## src/rtl/harness_ctrl_if.sv

```systemverilog
// Harness control bus: loader command channel, ctrl bus toward the DUT
// wrapper, DUT stall/read-return signals and the response channel.
interface harness_ctrl_if #(
    parameter int AW = 16,
    parameter int DW = 32
);
    logic          cmd_valid;
    logic          cmd_write;
    logic [AW-1:0] cmd_addr;
    logic [DW-1:0] cmd_data;
    logic          cmd_ready;

    logic          ctrl_ready;
    logic          ctrl_write;
    logic [AW-1:0] ctrl_addr;
    logic [DW-1:0] ctrl_data;

    logic          dut_cwait;
    logic          dut_cready;
    logic [DW-1:0] dut_data;
    logic [AW-1:0] dut_addr;

    logic          rsp_valid;
    logic [AW-1:0] rsp_addr;
    logic [DW-1:0] rsp_data;
    logic          rsp_error;
    logic          rsp_timeout;
    logic          busy;

    // Driver side: owns the ctrl bus and the response channel.
    modport master (
        input  cmd_valid, cmd_write, cmd_addr, cmd_data,
        output cmd_ready,
        output ctrl_ready, ctrl_write, ctrl_addr, ctrl_data,
        input  dut_cwait, dut_cready, dut_data, dut_addr,
        output rsp_valid, rsp_addr, rsp_data, rsp_error, rsp_timeout, busy
    );

    // Loader/DUT side: offers commands, answers the ctrl bus.
    modport slave (
        output cmd_valid, cmd_write, cmd_addr, cmd_data,
        input  cmd_ready,
        input  ctrl_ready, ctrl_write, ctrl_addr, ctrl_data,
        output dut_cwait, dut_cready, dut_data, dut_addr,
        input  rsp_valid, rsp_addr, rsp_data, rsp_error, rsp_timeout, busy
    );
endinterface

```

## src/rtl/harness_ctrl_driver.sv

```systemverilog
// Initiator end of the harness control bus. Commands are queued in a small
// FIFO, issued onto ctrl_*, held while the DUT stalls and retired either
// normally or after TMO consecutive stall cycles.
//
// state   | meaning
// --------+-----------------------------------------------
// S_IDLE  | nothing on the ctrl bus, waiting for a queued command
// S_ACTIVE| command on the ctrl bus, waiting for dut_cwait low or timeout
module harness_ctrl_driver #(
    parameter int AW    = 16,
    parameter int DW    = 32,
    parameter int DEPTH = 4,
    parameter int TMO   = 16
) (
    input logic           clk,
    input logic           reset,
    harness_ctrl_if.master bus
);
    localparam int PW = $clog2(DEPTH);
    localparam int CW = PW + 1;
    localparam int WW = $clog2(TMO);

    typedef enum logic {S_IDLE, S_ACTIVE} state_t;

    logic          fifo_write_q [DEPTH];
    logic [AW-1:0] fifo_addr_q  [DEPTH];
    logic [DW-1:0] fifo_data_q  [DEPTH];
    logic [PW-1:0] wr_ptr_q, rd_ptr_q;
    logic [CW-1:0] count_q, count_d;

    state_t        state_q, state_d;
    logic [WW-1:0] wait_q, wait_d;

    logic          ctrl_ready_q, ctrl_ready_d;
    logic          ctrl_write_q, ctrl_write_d;
    logic [AW-1:0] ctrl_addr_q,  ctrl_addr_d;
    logic [DW-1:0] ctrl_data_q,  ctrl_data_d;

    logic          rsp_valid_q,   rsp_valid_d;
    logic [AW-1:0] rsp_addr_q,    rsp_addr_d;
    logic [DW-1:0] rsp_data_q,    rsp_data_d;
    logic          rsp_error_q,   rsp_error_d;
    logic          rsp_timeout_q, rsp_timeout_d;

    logic full, empty, push, pop, retire, timed_out;

    assign full  = (count_q == CW'(DEPTH));
    assign empty = (count_q == '0);
    assign push  = bus.cmd_valid & ~full;

    // FIFO storage has no reset; only pointers and count define validity.
    always_ff @(posedge clk) begin
        if (push) begin
            fifo_write_q[wr_ptr_q] <= bus.cmd_write;
            fifo_addr_q[wr_ptr_q]  <= bus.cmd_addr;
            fifo_data_q[wr_ptr_q]  <= bus.cmd_data;
        end
    end

    // Occupancy follows push/pop; a simultaneous push and pop cancel out.
    always_comb begin
        count_d = count_q;
        case ({push, pop})
            2'b10:   count_d = count_q + 1'b1;
            2'b01:   count_d = count_q - 1'b1;
            default: count_d = count_q;
        endcase
    end

    // Issue/retire decisions, ctrl bus next values and response capture.
    always_comb begin
        state_d       = state_q;
        wait_d        = wait_q;
        pop           = 1'b0;
        retire        = 1'b0;
        timed_out     = 1'b0;
        ctrl_ready_d  = ctrl_ready_q;
        ctrl_write_d  = ctrl_write_q;
        ctrl_addr_d   = ctrl_addr_q;
        ctrl_data_d   = ctrl_data_q;
        rsp_valid_d   = 1'b0;
        rsp_addr_d    = rsp_addr_q;
        rsp_data_d    = rsp_data_q;
        rsp_error_d   = rsp_error_q;
        rsp_timeout_d = rsp_timeout_q;

        case (state_q)
            S_IDLE: begin
                if (!empty) begin
                    pop     = 1'b1;
                    state_d = S_ACTIVE;
                end
            end
            S_ACTIVE: begin
                if (bus.dut_cwait) begin
                    if (wait_q == WW'(TMO - 1)) begin
                        retire    = 1'b1;
                        timed_out = 1'b1;
                    end else begin
                        wait_d = wait_q + 1'b1;
                    end
                end else begin
                    retire = 1'b1;
                end
            end
            default: state_d = S_IDLE;
        endcase

        if (retire) begin
            // Writes only answer when they are aborted.
            if (timed_out || !ctrl_write_q) begin
                rsp_valid_d   = 1'b1;
                rsp_addr_d    = ctrl_addr_q;
                rsp_data_d    = timed_out ? '0 : bus.dut_data;
                rsp_error_d   = !timed_out &&
                                (!bus.dut_cready || (bus.dut_addr != ctrl_addr_q));
                rsp_timeout_d = timed_out;
            end
            // Chain straight into the next command so there is no bubble.
            if (!empty) begin
                pop = 1'b1;
            end else begin
                ctrl_ready_d = 1'b0;
                state_d      = S_IDLE;
            end
        end

        if (pop) begin
            ctrl_ready_d = 1'b1;
            ctrl_write_d = fifo_write_q[rd_ptr_q];
            ctrl_addr_d  = fifo_addr_q[rd_ptr_q];
            ctrl_data_d  = fifo_data_q[rd_ptr_q];
            wait_d       = '0;
        end
    end

    // State, pointers, ctrl bus and response registers.
    always_ff @(posedge clk or posedge reset) begin
        if (reset) begin
            wr_ptr_q      <= '0;
            rd_ptr_q      <= '0;
            count_q       <= '0;
            state_q       <= S_IDLE;
            wait_q        <= '0;
            ctrl_ready_q  <= 1'b0;
            ctrl_write_q  <= 1'b0;
            ctrl_addr_q   <= '0;
            ctrl_data_q   <= '0;
            rsp_valid_q   <= 1'b0;
            rsp_addr_q    <= '0;
            rsp_data_q    <= '0;
            rsp_error_q   <= 1'b0;
            rsp_timeout_q <= 1'b0;
        end else begin
            if (push) wr_ptr_q <= wr_ptr_q + 1'b1;
            if (pop)  rd_ptr_q <= rd_ptr_q + 1'b1;
            count_q       <= count_d;
            state_q       <= state_d;
            wait_q        <= wait_d;
            ctrl_ready_q  <= ctrl_ready_d;
            ctrl_write_q  <= ctrl_write_d;
            ctrl_addr_q   <= ctrl_addr_d;
            ctrl_data_q   <= ctrl_data_d;
            rsp_valid_q   <= rsp_valid_d;
            rsp_addr_q    <= rsp_addr_d;
            rsp_data_q    <= rsp_data_d;
            rsp_error_q   <= rsp_error_d;
            rsp_timeout_q <= rsp_timeout_d;
        end
    end

    assign bus.cmd_ready   = ~full;
    assign bus.busy        = ~empty | ctrl_ready_q;
    assign bus.ctrl_ready  = ctrl_ready_q;
    assign bus.ctrl_write  = ctrl_write_q;
    assign bus.ctrl_addr   = ctrl_addr_q;
    assign bus.ctrl_data   = ctrl_data_q;
    assign bus.rsp_valid   = rsp_valid_q;
    assign bus.rsp_addr    = rsp_addr_q;
    assign bus.rsp_data    = rsp_data_q;
    assign bus.rsp_error   = rsp_error_q;
    assign bus.rsp_timeout = rsp_timeout_q;
endmodule

```

## src/flat_wrapper.sv

```systemverilog
// flat-port wrapper written by rule: the top's interface ports become plain ports
module harness_ctrl_driver_flat 
#(
    parameter int AW    = 16,
    parameter int DW    = 32,
    parameter int DEPTH = 4,
    parameter int TMO   = 16
)
  (clk, reset, bus_cmd_valid, bus_cmd_write, bus_cmd_addr, bus_cmd_data, bus_cmd_ready, bus_ctrl_ready, bus_ctrl_write, bus_ctrl_addr, bus_ctrl_data, bus_dut_cwait, bus_dut_cready, bus_dut_data, bus_dut_addr, bus_rsp_valid, bus_rsp_addr, bus_rsp_data, bus_rsp_error, bus_rsp_timeout, bus_busy);
  harness_ctrl_if #(.AW(AW), .DW(DW)) bus_i ();
  input logic clk;
  input logic reset;
  input wire logic [$bits(bus_i.cmd_valid)-1:0] bus_cmd_valid;
  input wire logic [$bits(bus_i.cmd_write)-1:0] bus_cmd_write;
  input wire logic [$bits(bus_i.cmd_addr)-1:0] bus_cmd_addr;
  input wire logic [$bits(bus_i.cmd_data)-1:0] bus_cmd_data;
  output wire logic [$bits(bus_i.cmd_ready)-1:0] bus_cmd_ready;
  output wire logic [$bits(bus_i.ctrl_ready)-1:0] bus_ctrl_ready;
  output wire logic [$bits(bus_i.ctrl_write)-1:0] bus_ctrl_write;
  output wire logic [$bits(bus_i.ctrl_addr)-1:0] bus_ctrl_addr;
  output wire logic [$bits(bus_i.ctrl_data)-1:0] bus_ctrl_data;
  input wire logic [$bits(bus_i.dut_cwait)-1:0] bus_dut_cwait;
  input wire logic [$bits(bus_i.dut_cready)-1:0] bus_dut_cready;
  input wire logic [$bits(bus_i.dut_data)-1:0] bus_dut_data;
  input wire logic [$bits(bus_i.dut_addr)-1:0] bus_dut_addr;
  output wire logic [$bits(bus_i.rsp_valid)-1:0] bus_rsp_valid;
  output wire logic [$bits(bus_i.rsp_addr)-1:0] bus_rsp_addr;
  output wire logic [$bits(bus_i.rsp_data)-1:0] bus_rsp_data;
  output wire logic [$bits(bus_i.rsp_error)-1:0] bus_rsp_error;
  output wire logic [$bits(bus_i.rsp_timeout)-1:0] bus_rsp_timeout;
  output wire logic [$bits(bus_i.busy)-1:0] bus_busy;
  assign bus_i.cmd_valid = bus_cmd_valid;
  assign bus_i.cmd_write = bus_cmd_write;
  assign bus_i.cmd_addr = bus_cmd_addr;
  assign bus_i.cmd_data = bus_cmd_data;
  assign bus_cmd_ready = bus_i.cmd_ready;
  assign bus_ctrl_ready = bus_i.ctrl_ready;
  assign bus_ctrl_write = bus_i.ctrl_write;
  assign bus_ctrl_addr = bus_i.ctrl_addr;
  assign bus_ctrl_data = bus_i.ctrl_data;
  assign bus_i.dut_cwait = bus_dut_cwait;
  assign bus_i.dut_cready = bus_dut_cready;
  assign bus_i.dut_data = bus_dut_data;
  assign bus_i.dut_addr = bus_dut_addr;
  assign bus_rsp_valid = bus_i.rsp_valid;
  assign bus_rsp_addr = bus_i.rsp_addr;
  assign bus_rsp_data = bus_i.rsp_data;
  assign bus_rsp_error = bus_i.rsp_error;
  assign bus_rsp_timeout = bus_i.rsp_timeout;
  assign bus_busy = bus_i.busy;
  harness_ctrl_driver #(.AW(AW), .DW(DW), .DEPTH(DEPTH), .TMO(TMO)) u_core (.clk(clk), .reset(reset), .bus(bus_i));
endmodule
```

## config.mk

```make
export PLATFORM = sky130hd
export DESIGN_NAME = harness_ctrl_driver_flat
export DESIGN_NICKNAME = d
export VERILOG_FILES = /design/src/rtl/harness_ctrl_if.sv /design/src/rtl/harness_ctrl_driver.sv /design/src/flat_wrapper.sv
export SDC_FILE = /design/constraint.sdc
export NUM_CORES = 1
export LEC_CHECK = 0
export CAP_MARGIN = 10
export CORE_MARGIN = 5
export CORE_UTILIZATION = 55
export CTS_CLUSTER_SIZE = 25
export DETAILED_ROUTE_END_ITERATION = 10
export PLACE_DENSITY = 0.86
export SETUP_SLACK_MARGIN = 0.02
export SLEW_MARGIN = 10
export SYNTH_ARGS = -nofsm -noshare
export SYNTH_HDL_FRONTEND = slang
export SYNTH_SLANG_ARGS = --single-unit
export TNS_END_PERCENT = 50
```

## constraint.sdc

```tcl
create_clock -name clk -period 7.09 [get_ports clk]
set_input_delay 1.0635 -clock clk [delete_from_list [all_inputs] [get_ports clk]]
set_output_delay 1.0635 -clock clk [all_outputs]
set_load 0.02 [all_outputs]
```

# Yosys cells after proc, flatten, opt, wreduce, memory -nomap -nowiden
# Memory sizes are Yosys's and may differ from the RTL's. A register that Yosys moved wholly into a read port is not among the register bits.
# Index checks and enable logic that the tools add are counted.
# classes
addsub	5
multipliers	0
div	0
n_lt_le_gt_ge	0
n_eq_ne	6
shift	0
mux	25
n_bitwise	4
n_reduce_logical	15
# op_table
cell	n
2-to-1 mux 32 bit	1
2-to-1 mux 1 bit	19
2-to-1 mux 4 bit	4
inequality test 16 bit	1
nonzero test 2 bit	5
case mux 3 bit (2 select lines)	1
adder 2 x 1 -> 2 bit (second input constant)	2
adder 4 x 1 -> 4 bit (second input constant)	1
equality test 4 bit (second input constant)	1
AND reduction 2 bit	2
adder 3 x 1 -> 3 bit (second input constant)	1
equality test 3 bit (second input constant)	1
logical NOT 1 bit	3
logical NOT 3 bit	1
AND reduction 3 bit	1
subtractor 3 x 1 -> 3 bit (second input constant)	1
equality test 2 x 1 -> 1 bit (second input constant)	1
equality test 2 bit (second input constant)	1
logical OR 1 bit	2
inequality test 2 x 1 -> 1 bit (second input constant)	1
NOT 1 bit	2
bitwise AND 1 bit	1
logical AND 1 bit	1
bitwise OR 1 bit	1
# word_totals
register_bits	64
latchBits	0
mem_bits_rw	196
rom_bits	0
out_inout_bits	103
elab_cells	69
n_memories	3
# memory_table
memory	words	word_bits	rd	rd_ports_with_merged_regs	write_ports	line_no	rtl
u_core.fifo_data_q	4	32	1	1	1	harness_ctrl_driver.sv:27	logic [DW-1:0] fifo_data_q [DEPTH];
u_core.fifo_addr_q	4	16	1	1	1	harness_ctrl_driver.sv:26	logic [AW-1:0] fifo_addr_q [DEPTH];
u_core.fifo_write_q	4	1	1	1	1	harness_ctrl_driver.sv:25	logic fifo_write_q [DEPTH];

# Logic depth before layout (Yosys ltp)
# Gate-level depths: netlist (run 1).
# depth
depth_word	7
ltp_mapped	10
ltp_nobuf	9

# Worst setup path before layout (run 1)
# OpenSTA, ideal clock, no wires.
# synth_timing
kind	input port to flip-flop
from	input bus_cmd_valid
to	memory u_core.fifo_addr_q[0][0], enable pin
arrival_time_ns	2.271
slack_ns	4.407
cell_stages	1
path_cell_list	and3_1
# synth_between
elab_chain_cells	3
# synth_lines
element	line_no	rtl
start: declaration	flat_wrapper.sv:13	input wire logic [$bits(bus_i.cmd_valid)-1:0] bus_cmd_valid;
bitwise AND 1 bit	harness_ctrl_driver.sv:49	assign push = bus.cmd_valid & ~full;
2-to-1 mux 1 bit	harness_ctrl_driver.sv:53	if (push) begin
2-to-1 mux 1 bit (not written as such)	harness_ctrl_driver.sv:55	fifo_addr_q[wr_ptr_q] <= bus.cmd_addr;
end: declaration	harness_ctrl_driver.sv:26	
# No other way between the ends.

# Worst setup path after layout (run 1)
# layout_timing
from	register u_core.count_q[0]
to	output bus_busy
# layout_between
elab_chain_cells	3
# layout_lines
element	line_no	rtl
start: declaration	harness_ctrl_driver.sv:29	logic [CW-1:0] count_q, count_d;
start signal: assignment	harness_ctrl_driver.sv:157	count_q <= count_d;
logical NOT 3 bit	harness_ctrl_driver.sv:48	assign empty = (count_q == '0);
NOT 1 bit	harness_ctrl_driver.sv:173	assign bus.busy = ~empty | ctrl_ready_q;
bitwise OR 1 bit	harness_ctrl_driver.sv:173	
end: declaration	flat_wrapper.sv:31	output wire logic [$bits(bus_i.busy)-1:0] bus_busy;
# No other way between the ends.

==> impl_metrics.csv, run 1 <==
group,metric,value,unit
global_routing,grt_pass1_vias,6812,
status,status,"finished clean",
clock_tree,hold_buffers,0,
route,dr_total_vias,6318,
timing,slew-limit-headroom,0.2953,
clock_tree,clock_sinks,309,
clock_tree,postCtsSetupBuffers,0,
final_layout,drive_gt1_frac,0.2071,
logic_synthesis,netlist_top_cells_area,"edfxtp_1, dfrtp_1, mux4_2",
floorplan,start_util,0.5605,
clock_tree,cts_tree,"yes",
clock_tree,h-tree-depth,1,
logic_synthesis,ys_types,32,
global_routing,grt_max_degree,85,
pwr,p_total,6.667,mW
worst_setup_path,critPathKind,"reg -> out",
clock_tree,post_cts_resized,0,
floorplan,rows,53,
worst_setup_path,cp-start-kind,"flip-flop",
global_routing,antenna_found_initial,2,
final_layout,area_growth,27.54,%
route,routedWlPerCell,21.48,um
logic_synthesis,yosys.area.top_type_share,0.4964,
timing,hold_violations,0,
placement,place_congestion,0.8271,
route,post_drt_via_cell_ratio,5.499,
hold_path,whs_path_depth,2,
logic_synthesis,yosys.area.top_type,"edfxtp_1",
worst_setup_path,crit_path_end_kind,"output pin",
floorplan,die-area,24600,um^2
clock_tree,cts_made_buffers,30,
final_layout,layout_common_cells,"clkdlybuf4s50_1, edfxtp_1, dfrtp_1",
placement,port_buffers,204,
worst_setup_path,critical_path_required,6030,ps
final_layout,fin_cells,1149,
flow_run,cap_violations,0,
worst_setup_path,ff2ff_path_depth,7,
timing,setup_viol,0,
timing,fmax,317.2,MHz
floorplan,die_height,156.8,um
final_layout,nets,959,
final_layout,antenna_cells,0,
timing,rsz0062_at_grt,"no",
placement,hpwlAfterDp,15280,um
route,ant_nets,0,
logic_synthesis,synthesis.nets,744,
route,drt_pre_antenna_iters,5,
route,wl,24680,um
global_routing,grt_first_pass_wirelength,38150,um
pwr,p_per_area,440.9,nW/um^2
global_routing,overflow,0,
timing,fin_skew,7.815,ps
logic_synthesis,synth-edff-count,196,
route,drt_iter0_drc,517,
clock_tree,path_clk_slew,60,ps
timing,post-route-period-util,0.4446,
logic_synthesis,postSynth.asyncResetShare,0.3657,
timing,worst_slew_pin_slew,1057,ps
floorplan,io_pins,205,
timing,tns,0,ps
worst_setup_path,r2r_slack,4200,ps
route,drc,0,
clock_tree,worst_skew_pair.late_latency,540,ps
hold_path,hp-class,"reg -> reg",
worst_setup_path,worstPathMaxFanout,5,
timing,timing.final.max_slew_violations,0,
pwr,p_leak,5.665,nW
logic_synthesis,ys_seq_area_frac,0.7348,
global_routing,grt_use_total,0.2022,
timing,layout_min_cycle_time,3152,ps
logic_synthesis,yosys_warnings,0,
floorplan,die_w,156.8,um
logic_synthesis,synth_ff_type,"edfxtp_1",
clock_tree,root_buffer,"clkbuf_16",
final_layout,fillers,1315,
pwr,ir_drop,0.0002838,V
floorplan,core_area,21150,um^2
logic_synthesis,syn_inst,635,
worst_setup_path,critPathArrivalTime,2090,ps
final_layout,final_common_cell,"clkdlybuf4s50_1",
logic_synthesis,syn_avg_cell_area,18.67,um^2
logic_synthesis,synth_seq_cells,309,
placement,place_inst,1093,
clock_tree,cts_buffer_depth,3,
logic_synthesis,synth.cell_area,11860,um^2
## metal layers
metal	part of all wire	vias up	track usage
li1	-	2840	-
met1	0.39	3208	0.2568
met2	0.50	228	0.3540
met3	0.088	38	0.05365
met4	0.018	4	0.04298
met5	0.0011	-	0
## critical path, cell delays in order, from the launching register on
cell and delay [ps]:
dfrtp_1 460, nor3_4 370, nand2b_1 150, clkdlybuf4s50_1 580
## final timing paths
path	start	end
max	u_core.count_q[0]$_DFFE_PP0P_	bus_busy
min in group asynchronous	reset	u_core.bus.rsp_data[19]$_DFFE_PP0P_
max reg2reg	u_core.wait_q[0]$_DFFE_PP0P_	u_core.count_q[1]$_DFFE_PP0P_
min	u_core.bus.rsp_data[22]$_DFFE_PP0P_	u_core.bus.rsp_data[22]$_DFFE_PP0P_
min reg2reg	u_core.bus.rsp_data[22]$_DFFE_PP0P_	u_core.bus.rsp_data[22]$_DFFE_PP0P_
max in group asynchronous	reset	u_core.rd_ptr_q[0]$_DFFE_PP0P_
## per-stage QoR
stage / area, um^2 / hold slack, ps / setup slack, ps / utilization
floorplan: 11860 / 486.3 / 3039 / -
global placement: 14090 / 459.5 / 3396 / 0.6661
detailed placement: 14090 / 470.3 / 3308 / 0.6661
CTS: 15120 / 484.6 / 3890 / 0.7149
global route: 15120 / 503.6 / 3811 / 0.7149
finish: 15120 / 483.0 / 3938 / 0.7149
## where the power goes
| group | switching (mW) | internal, mW |
|---|---|---|
| clock network | 0.639 | 0.983 |
| logic | 1.00 | 1.17 |
| registers | 0.402 | 2.48 |
## cells in the mapped netlist, types with 2 or more instances
master,n
nand2b_1,2
mux2_1,2
buf_6,14
ha_1,6
xor2_1,18
dfrtp_1,113
nor2_1,4
buf_2,5
xnor2_1,5
nand3_2,2
nand3_1,6
mux2_2,48
clkbuf_1,9
o21ai_0,40
nor4_1,3
edfxtp_1,196
nand2_1,76
and3_1,4
inv_1,7
mux4_2,48
mux2_4,16
## sequential cells by signal, indices dropped and copies added, names as in the netlist, 3 cells and up
signal and flops:
u_core.fifo_write_q 4, u_core.fifo_data_q 128, u_core.bus.rsp_addr 16, u_core.fifo_addr_q 64, u_core.count_q 3, u_core.bus.ctrl_addr 16
u_core.bus.rsp_data 32, u_core.bus.ctrl_data 32, u_core.wait_q 4
## logic make-up after synthesis
logic type / synth area share
AOI/OAI and AO/OA: 0.01752
xor gates and xnor gates: 0.01699
adders and majority gates: 0.008019
buffers and inverters: 0.02121
DFF: 0.7348
muxes: 0.1611
and+or+nand+nor: 0.04031
## area by class of cell
class | instances | area (um^2) | area share
inverter | 7 | 28.78 | 0.001903
clock buffer | 39 | 845.8 | 0.05593
sequential | 309 | 8718 | 0.5765
tap | 275 | 344.1 | 0.02275
multi-input combinational | 290 | 2898 | 0.1916
clock inverter | 17 | 186.4 | 0.01233
timing repair buffer | 212 | 2102 | 0.1390
Power figures use the tool's default switching activity.
==> inputs of run 2 (changes only) <==
Settings changed: CORE_UTILIZATION 55 to 53, PLACE_DENSITY 0.86 to 0.83.
Clock period 7.09 ns to 3.1 ns, I/O delays scaled along.
==> run 2 against run 1 <==
Combinational power increased by 140%. Non-clock buffer count is 3 higher. Global-route usage shrank 1.3 points. Die area rose by 3.5%. Cell area is 0.61% higher. Hold slack got worse by 28 ps. Flip-flop and latch count did not move. First-iteration DRC count down 32%. Sequential share of layout area shrank 0.35 points. Highest routed layer unchanged. Cell count grew 0.87%. Register-to-register slack lost 3300 ps.
==> impl_metrics.csv, run 2 (same netlist as run 1, synthesis figures left out) <==
group,metric,value,unit
timing,hold_violations,0,
final_layout,drive_gt1_frac,0.2025,
timing,rsz0062_at_grt,"no",
status,status,"finished clean",
clock_tree,cts_made_buffers,31,
pwr,p_per_area,998.3,nW/um^2
timing,setup_viol,0,
route,routedWlPerCell,20.83,um
pwr,ir_drop,0.0007662,V
clock_tree,path_clk_slew,60,ps
route,drc,0,
hold_path,hp-class,"in -> async",
route,post_drt_via_cell_ratio,5.394,
floorplan,start_util,0.5400,
placement,port_buffers,204,
route,ant_nets,0,
timing,layout_min_cycle_time,2537,ps
final_layout,largest_reg_flops,128,
timing,fmax,394.2,MHz
clock_tree,worst_skew_pair.late_latency,550,ps
floorplan,rows,54,
clock_tree,cts_buffer_depth,3,
worst_setup_path,worstPathMaxFanout,5,
timing,timing.final.max_slew_violations,0,
timing,fin_ws,563.3,ps
flow_run,cap_violations,0,
clock_tree,hold_buffers,0,
worst_setup_path,ff2ff_path_depth,6,
placement,place_congestion,0.7779,
clock_tree,cts_tree,"yes",
floorplan,core_area,21960,um^2
worst_setup_path,critical_path_required,2630,ps
floorplan,die_w,159.6,um
final_layout,layout_common_cells,"clkdlybuf4s50_1, edfxtp_1, dfrtp_1",
global_routing,grt_first_pass_wirelength,38090,um
floorplan,die-area,25460,um^2
worst_setup_path,r2r_end,"u_core.bus.ctrl_addr[13]$_DFFE_PP0P_",
global_routing,grt_use_total,0.1891,
timing,worst_slew_pin_slew,793.5,ps
final_layout,largest_register,"u_core.fifo_data_q",
timing,slew-limit-headroom,0.4710,
clock_tree,post_cts_resized,0,
timing,fin_skew,8.980,ps
final_layout,area_growth,28.32,%
route,dr_total_vias,6252,
timing,whs,454.6,ps
global_routing,grt_max_degree,114,
worst_setup_path,critPathKind,"reg -> out",
worst_setup_path,cp-start-kind,"flip-flop",
global_routing,overflow,0,
final_layout,final_common_cell,"clkdlybuf4s50_1",
final_layout,reg_top3,"u_core.fifo_data_q (128), u_core.fifo_addr_q (64)",
final_layout,nets,963,
worst_setup_path,crit_path_end_kind,"output pin",
placement,hpwlAfterDp,15380,um
timing,tns,0,ps
route,wl,24140,um
route,drt_iter0_drc,350,
floorplan,die_height,159.6,um
clock_tree,clock_sinks,309,
clock_tree,root_buffer,"clkbuf_16",
floorplan,io_pins,205,
clock_tree,h-tree-depth,1,
global_routing,grt_pass1_vias,6750,
placement,dp_slack,618.2,ps
pwr,p_total,15.19,mW
pwr,p_leak,5.681,nW
global_routing,antenna_found_initial,2,
worst_setup_path,r2r_slack,880,ps
worst_setup_path,rr_startpoint,"u_core.wait_q[0]$_DFFE_PP0P_",
final_layout,utilization,0.6929,
final_layout,antenna_cells,0,
timing,post-route-period-util,0.8183,
worst_setup_path,critPathArrivalTime,2070,ps
clock_tree,postCtsSetupBuffers,0,
route,drt_pre_antenna_iters,4,
## run 2: critical path, cell delays in order (launching register included)
cell	delay, ps
dfrtp_1	460
nor3_4	380
nand2b_1	110
clkdlybuf4s50_1	570
## run 2: metal layers
metal / GRT usage / wire (um) / vias up
li1: - / - / 2836
met1: 0.2442 / 9693 / 3139
met2: 0.3268 / 12130 / 234
met3: 0.04841 / 1781 / 39
met4: 0.04221 / 497 / 4
met5: 0 / 34 / -
## run 2: area by class of cell
cell class / count / area (um^2)
Multi-Input combinational cell: 290 / 2898
Tap cell: 280 / 350.3
Sequential cell: 309 / 8718
Fill cell: 1422 / 6743
Clock buffer: 52 / 925.9
Inverter: 7 / 30.03
Timing Repair Buffer: 215 / 2225
Clock inverter: 6 / 68.82
## run 2: worst max path at each step
stage	startpoint	to	slack [ps]	depth (start not counted)
after global routing	u_core.count_q[0]$_DFFE_PP0P_	bus_busy	450	3
final	u_core.count_q[0]$_DFFE_PP0P_	bus_busy	560	3
after global placement	bus_dut_cwait	u_core.count_q[2]$_DFFE_PP0P_	620	8
after CTS	u_core.count_q[0]$_DFFE_PP0P_	bus_busy	510	3
after floorplan	u_core.count_q[0]$_DFFE_PP0P_	u_core.fifo_addr_q[0][0]$_DFFE_PP_	680	3
after detailed placement	bus_dut_cwait	u_core.count_q[2]$_DFFE_PP0P_	620	8
## run 2: report_power, final
| group | total [mW] | switching, mW | internal (mW) |
|---|---|---|---|
| Clock | 3.57 | 1.46 | 2.11 |
| Combinational | 5.13 | 2.37 | 2.77 |
| Sequential | 6.48 | 0.825 | 5.66 |
| Total | 15.2 | 4.65 | 10.5 |
## run 2: through the flow
| stage | cell area [um^2] | instances |
|---|---|---|
| 2_1_floorplan | 11860 | 635 |
| 3_3_place_gp | 14220 | 1101 |
| 3_5_place_dp | 14220 | 1101 |
| 4_1_cts | 15220 | 1159 |
| 5_1_grt | 15220 | 1159 |
| 6_report | 15220 | 1159 |
==> inputs of run 3 (changes only) <==
Settings changed: CORE_UTILIZATION 53 to 48, PLACE_DENSITY 0.83 to 0.79.
Clock period 3.1 ns to 2.27 ns, I/O delays scaled along.
==> run 3 against run 2 <==
Cell area grew 2.3%. Die area grew 9.8%. Clock power up 49%. Count of clock-buffer cells in the layout increased by 2. Critical path type unchanged. Largest cell class unchanged.
==> impl_metrics.csv, run 3 (same netlist as run 1, synthesis figures left out) <==
group,metric,value,unit
status,status,"finished clean",
final_layout,regArea,8720,um^2
global_routing,antenna_found_initial,2,
clock_tree,cts_tree,"yes",
worst_setup_path,rr_startpoint,"u_core.wait_q[0]$_DFFE_PP0P_",
placement,placed_area,14450,um^2
route,wl,24580,um
timing,post-route-period-util,0.9553,
final_layout,drive_gt1_frac,0.2278,
pwr,p_sw,6.438,mW
worst_setup_path,worstPathMaxFanout,4,
global_routing,grt_use_total,0.1754,
hold_path,hp-class,"in -> async",
pwr,ir_drop,0.0008989,V
global_routing,grt_first_pass_wirelength,38720,um
worst_setup_path,critPathArrivalTime,1830,ps
floorplan,start_util,0.4876,
timing,hold_violations,0,
pwr,seqPwrFrac,0.409,
final_layout,nets,983,
worst_setup_path,worstPathCellList,"nor3_4 > buf_4 > nand2b_1 > dlygate4sd2_1",
global_routing,grt_pass1_vias,6832,
floorplan,die-area,27950,um^2
timing,fin_skew,15.78,ps
pwr,clkPwrFrac,0.248,
worst_setup_path,ff2ff_path_depth,9,
clock_tree,hold_buffers,0,
pwr,p_per_area,1373,nW/um^2
worst_setup_path,crit_slowest_cell,"dfrtp_1",
route,drt_pre_antenna_iters,4,
clock_tree,root_buffer,"clkbuf_16",
global_routing,use_met3,0.04950,
timing,layout_min_cycle_time,2169,ps
placement,hpwlAfterDp,16170,um
final_layout,largest_register,"u_core.fifo_data_q",
route,routedWlPerCell,20.08,um
worst_setup_path,cp-start-kind,"flip-flop",
pwr,power_frac_comb,0.342,
pwr,p_leak,5.838,nW
placement,place_congestion,0.8585,
timing,fmax,461.1,MHz
timing,setup_viol,0,
pwr,swShare,0.3013,
worst_setup_path,critPathKind,"reg -> out",
final_layout,finish.instance_area,15560,um^2
timing,worst_slew_pin_slew,481.1,ps
global_routing,grt_max_degree,58,
worst_setup_path,r2r_end,"u_core.count_q[2]$_DFFE_PP0P_",
clock_tree,path_clk_slew,60,ps
pwr,intPower,14.93,mW
route,drt_iter0_drc,376,
timing,rsz0062_at_grt,"yes",
final_layout,area_growth,31.26,%
floorplan,io_pins,205,
final_layout,largest_reg_flops,128,
global_routing,busiest_layer,"met2",
global_routing,overflow,0,
final_layout,fillers,1725,
timing,whs,204.7,ps
clock_tree,h-tree-depth,2,
floorplan,core_area,24320,um^2
worst_setup_path,crit_path_end_kind,"output pin",
route,drc,0,
final_layout,multi_input_area,2900,um^2
route,ant_nets,0,
clock_tree,cts_made_buffers,34,
clock_tree,clock_sinks,309,
final_layout,antenna_cells,0,
final_layout,layout_common_cells,"clkdlybuf4s50_1, edfxtp_1, dfrtp_1",
timing,timing.final.max_slew_violations,0,
route,post_drt_via_cell_ratio,5.182,
floorplan,rows,57,
clock_tree,cts_buffer_depth,3,
worst_setup_path,max_stage_delay,440,ps
final_layout,reg_top3,"u_core.fifo_data_q (128), u_core.fifo_addr_q (64)",
global_routing,use_met2,0.2992,
worst_setup_path,r2r_slack,140,ps
clock_tree,worst_skew_pair.late_latency,500,ps
pwr,p_total,21.37,mW
global_routing,met1_usage,0.2268,
timing,slew-limit-headroom,0.6763,
placement,port_buffers,204,
worst_setup_path,critical_path_required,1930,ps
route,dr_total_vias,6343,
floorplan,die_w,167.2,um
final_layout,final_common_cell,"clkdlybuf4s50_1",
flow_run,cap_violations,0,
floorplan,die_height,167.2,um
## run 3: what timing repair did
| item | 4_1_cts | 5_1_grt |
|---|---|---|
| buffers inserted | 0 | 0 |
| gates resized for setup | 1 | 2 |
| pin swaps | 1 | 0 |
| endpoints found under the setup margin | 1 | 3 |
## run 3: how the worst max path moves through the flow
stage	endpoint	cells after the start	start
4_1_cts	bus_busy	4	u_core.count_q[2]$_DFFE_PP0P_
3_3_place_gp	u_core.count_q[2]$_DFFE_PP0P_	8	bus_dut_cwait
2_1_floorplan	u_core.fifo_addr_q[3][0]$_DFFE_PP_	3	u_core.count_q[0]$_DFFE_PP0P_
5_1_grt	bus_busy	4	u_core.count_q[2]$_DFFE_PP0P_
3_5_place_dp	u_core.count_q[2]$_DFFE_PP0P_	8	bus_dut_cwait
6_report	bus_busy	4	u_core.count_q[2]$_DFFE_PP0P_
## run 3: worst max-delay path, delay by kind of cell (launching register included)
family / cells / cell delay (ps)
buffers and inverters: 2 / 510
DFF: 1 / 440
and+or+nand+nor: 2 / 380
## run 3: area by class of cell
| type | instances | area share |
|---|---|---|
| Sequential cell | 309 | 0.5602 |
| Clock inverter | 8 | 0.004421 |
| Inverter | 7 | 0.001929 |
| Clock buffer | 54 | 0.06680 |
| Timing Repair Buffer | 232 | 0.1543 |
| Multi-Input combinational cell | 290 | 0.1863 |
| Tap cell | 324 | 0.02605 |
## run 3: per-layer routing
metal	routed length, um	vias up
li1	-	2889
met1	10060	3184
met2	12180	221
met3	1883	45
met4	433	4
met5	19	-
## run 3: power groups by stage
stage / Clock [mW] / Sequential [mW] / Combinational (mW)
5_1_grt: 5.71 / 8.94 / 7.84
2_1_floorplan: 0 / 9.52 / 3.54
4_1_cts: 5.45 / 8.79 / 7.47
3_5_place_dp: 0 / 8.86 / 7.43
3_3_place_gp: 0 / 8.79 / 7.30
6_report: 5.31 / 8.75 / 7.32
## run 3: through the flow
stage                     TNS, ps  worst slack (ps)  utilization  instances
after global routing            0             14.49       0.6400       1224
after global placement          0             26.05       0.5943       1162
final                           0             101.5       0.6400       1224
after detailed placement        0             32.28       0.5943       1162
after CTS                       0             55.78       0.6399       1224
after floorplan             -7290            -148.8            -        635
